--- config.mk ---
export PLATFORM = sky130hd
export DESIGN_NAME = control_temporizador
export DESIGN_NICKNAME = d
export VERILOG_FILES = /design/src/rtl/control_temporizador.sv
export SDC_FILE = /design/constraint.sdc
export NUM_CORES = 1
export LEC_CHECK = 0
export CAP_MARGIN = 20
export CORE_UTILIZATION = 49
export DETAILED_ROUTE_END_ITERATION = 6
export GPL_ROUTABILITY_DRIVEN = 0
export GPL_TIMING_DRIVEN = 0
export PLACE_DENSITY_LB_ADDON = 0.3
export SYNTH_ARGS = -nofsm -noshare
export SYNTH_HDL_FRONTEND = slang
export SYNTH_SLANG_ARGS = --single-unit
--- constraint.sdc ---
create_clock -name clk -period 2.6 [get_ports clk]
set_input_delay 0.65 -clock clk [delete_from_list [all_inputs] [get_ports clk]]
set_output_delay 0.65 -clock clk [all_outputs]
set_load 0.005 [all_outputs]
--- src/rtl/control_temporizador.sv ---
// Programmable interval timer: latches a period at start and sequences an N-bit
// up-counter through IDLE, RUN, PAUSED and a one-cycle DONE for one-shot runs.
module control_temporizador #(
   parameter int N = 4
) (
   input  logic         clk,
   input  logic         reset,
   input  logic         start,
   input  logic         stop,
   input  logic         pause,
   input  logic         modo,
   input  logic [N-1:0] periodo,
   output logic [N-1:0] q,
   output logic         busy,
   output logic         tick,
   output logic         done,
   output logic [1:0]   estado
);

   typedef enum logic [1:0] {
      IDLE   = 2'b00,
      RUN    = 2'b01,
      PAUSED = 2'b10,
      DONE   = 2'b11
   } state_t;

   localparam logic [N-1:0] ONE = {{(N-1){1'b0}}, 1'b1};

   state_t       state;
   logic [N-1:0] periodo_reg;
   logic         modo_reg;
   logic         at_term;

   assign at_term = (q == periodo_reg);

   always_ff @(posedge clk or negedge reset) begin
      if (!reset) begin
         state       <= IDLE;
         q           <= '0;
         periodo_reg <= '0;
         modo_reg    <= 1'b0;
      end else begin
         case (state)
            IDLE: begin
               q <= '0;
               if (start && !stop && (periodo != '0)) begin
                  periodo_reg <= periodo;
                  modo_reg    <= modo;
                  state       <= RUN;
               end
            end
            RUN: begin
               if (stop) begin
                  state <= IDLE;
                  q     <= '0;
               end else if (pause) begin
                  state <= PAUSED;
               end else if (!at_term) begin
                  q <= q + ONE;
               end else if (modo_reg) begin
                  q <= '0;
               end else begin
                  state <= DONE;
               end
            end
            PAUSED: begin
               if (stop) begin
                  state <= IDLE;
                  q     <= '0;
               end else if (!pause) begin
                  // The release edge also counts, so each paused cycle costs exactly
                  // one cycle. At terminal count the tick cycle still has to be shown.
                  state <= RUN;
                  if (!at_term) q <= q + ONE;
               end
            end
            default: begin
               state <= IDLE;
               q     <= '0;
            end
         endcase
      end
   end

   assign estado = state;
   assign busy   = (state == RUN) || (state == PAUSED);
   assign done   = (state == DONE);
   assign tick   = (state == RUN) && at_term && !pause && !stop;

endmodule

==> flow_summary.json <==
{
  "diodes": 0,
  "multiInputGateArea_um2": 390,
  "drc": 0,
  "io_buffers": 18,
  "cts_tree": "yes",
  "cp-end-kind": "output pin",
  "synth.avg_cell_area_um2": 10.6,
  "fp.dieH_um": 39.1,
  "cp_max_fo": 6,
  "hold_class": "reg2reg",
  "die_area_um2": 1530,
  "fillers": 96,
  "holdBufCountCts": 0,
  "ios": 19,
  "relSlewSlack": 0.644,
  "synth-seq-cells": 11,
  "synthDominantCellAreaShare": 0.407,
  "design.core.area_um2": 1280,
  "crit_required_ns": 1.95,
  "antenna_found_initial": 0,
  "cts_root_buffer": "clkbuf_4",
  "startpoint_type": "input pin",
  "detail-route-antenna-nets": 0,
  "synth_area_leaders": "dfrtp_1 41%, ha_1 9.3%, mux2_1 6.7%",
  "drive_gt1_frac": 0.126,
  "synth_cells": 64,
  "routed_wl_mm": 1.41,
  "yosys_warnings": 0,
  "cts_buffers": 3,
  "ys_seq_area_frac": 0.407,
  "pwr-share-clk": 0.125,
  "syn_nets": 79,
  "max-cap-violations": 0,
  "drtIter0Drc": 11,
  "synth.distinct_cells": 27,
  "worstSetupPathType": "in2out",
  "start_util": 0.526,
  "die_w_um": 39.1,
  "swShare": 0.353,
  "p_per_area_nw_per_um2": 960,
  "cts-htree-levels": 1,
  "grt_start_max_net_pins": 12,
  "seqPwrFrac": 0.336,
  "grt_overflow": 0,
  "syn_to_final_growth_pct": 36.1,
  "cts_buffer_depth": 2,
  "arrival_ns": 1.92,
  "routed-via-count": 553,
  "drv_slew": 0,
  "tightest_slew_ns": 0.531,
  "netlist_area_um2": 676,
  "via_per_inst": 5.42,
  "total_power_w": 0.000883,
  "hold_viol": 0,
  "setup_viol": 0,
  "ir_drop_v": 0.000559,
  "nNetsFinal": 103,
  "seqCellArea_um2": 275,
  "drt_first_pass_iters": 4,
  "fmax_mhz": 388,
  "min_period_ns": 2.57,
  "clk_pin_slew_ns": 0.07,
  "grt_pass1_wl_mm": 2.08,
  "hpwl_mm": 1.09,
  "yosysTopAreaCell": "dfrtp_1",
  "p_leak_nw": 0.395,
  "period_share": 0.990,
  "switchingPower_w": 0.000311,
  "clock-sinks": 11,
  "clk-insertion-delay-late_ns": 0.26,
  "status": "completed",
  "std_cell_rows": 13,
  "wl_per_cell_um": 13.8,
  "pwr-share-comb": 0.539,
  "skew_ns": 0.00246,
  "grt_pass1_vias": 520,
  "final_util": 0.716,
  "gr-usage-all-layers": 0.207,
  "p_int_w": 0.000571
}
-- through the flow --
step                setup WS (ns)  cell area, µm²  hold WS [ns]  instances  setup TNS, ns
floorplan                   0.579             676         0.354         64              0
global placement          -0.0241             875         0.504         97        -0.0241
detailed placement        -0.0446             875         0.508         97        -0.0446
CTS                        0.0527             907         0.521        101              0
global route              -0.0249             920         0.526        102        -0.0249
finish                     0.0260             920         0.518        102              0
-- placed cells by master (no fill, tap or decap), types with 2 or more instances in the layout --
cell type        instances
nand2_1                  5
mux2_1                   4
and3_1                   2
dfrtp_1                 11
o21ai_1                  3
clkdlybuf4s50_1         17
mux2_4                   2
xnor2_1                  4
nand2b_1                 2
ha_1                     5
a21oi_1                  2
nor2_1                   2
inv_1                    6
clkbuf_4                 3
-- final timing paths --
path | start | end | slack [ns] | cells past startpoint
max | pause | tick | 0.03 | 3
min | periodo_reg[2] | periodo_reg[2] | 0.52 | 1
max reg2reg | q[0] | q[2] | 0.75 | 5
min reg2reg | periodo_reg[2] | periodo_reg[2] | 0.52 | 1
max in group asynchronous | reset | q[1] | 1.53 | 1
min in group asynchronous | reset | q[0] | 0.73 | 1
-- power groups by stage --
stage | clock network, W | registers, W | logic [W]
global placement | 0 | 0.000298 | 0.000435
finish | 0.000110 | 0.000297 | 0.000475
floorplan | 0 | 0.000290 | 0.000292
detailed placement | 0 | 0.000302 | 0.000452
global route | 0.000127 | 0.000306 | 0.000520
CTS | 0.000117 | 0.000299 | 0.000465
-- area by class of cell --
cell class / count / share of cell area
Inverter: 6 / 0.0245
Clock buffer: 4 / 0.0286
Timing Repair Buffer: 19 / 0.203
Tap cell: 15 / 0.0204
Multi-Input combinational cell: 47 / 0.424
Sequential cell: 11 / 0.299
-- logic make-up (layout without fill, tap and decap cells) --
kind of cell,count (synthesis),in the layout,share of synthesized area
AO/OA/AOI/OAI,13,13,0.148
XOR/XNOR,4,4,0.0518
multiplexers,7,7,0.128
AND/OR/NAND/NOR,18,18,0.139
adder cells (fa/ha/maj),5,5,0.0926
flip-flops,11,11,0.407
buffers and inverters,6,29,0.0333
-- worst max-delay path: stages --
cell and delay [ns]:
clkdlybuf4s50_1 0.53, nor3_2 0.23, clkdlybuf4s50_1 0.52
-- cell usage after synthesis --
library cell,instances
o31ai_1,1
xnor2_1,4
o2bb2a_1,1
nor2_1,2
nand2b_1,3
a32oi_1,1
a211oi_1,1
a21oi_1,2
o2bb2ai_1,1
nor2b_1,1
nand2_1,5
nand4_1,1
o221a_4,1
o21bai_1,1
o21ai_1,3
mux2_2,1
inv_1,6
mux2_4,2
dfrtp_1,11
or2_2,1
or4_1,1
and3_1,2
ha_1,5
nand3_1,1
nor3_1,1
o21ai_0,1
mux2_1,4
-- repair_timing --
action,CTS,global route
endpoints found under the setup margin,1,1
pin swaps,0,1
cloned,0,0
gates resized for setup,2,1
setup buffers,0,1
-- layer usage --
layer / part of all wire / global-route usage
met5: 0 / 0
met3: 0.028 / 0.0173
met1: 0.44 / 0.219
met2: 0.53 / 0.396
met4: 0.0078 / 0.103
(Power assumes the default switching activity.)
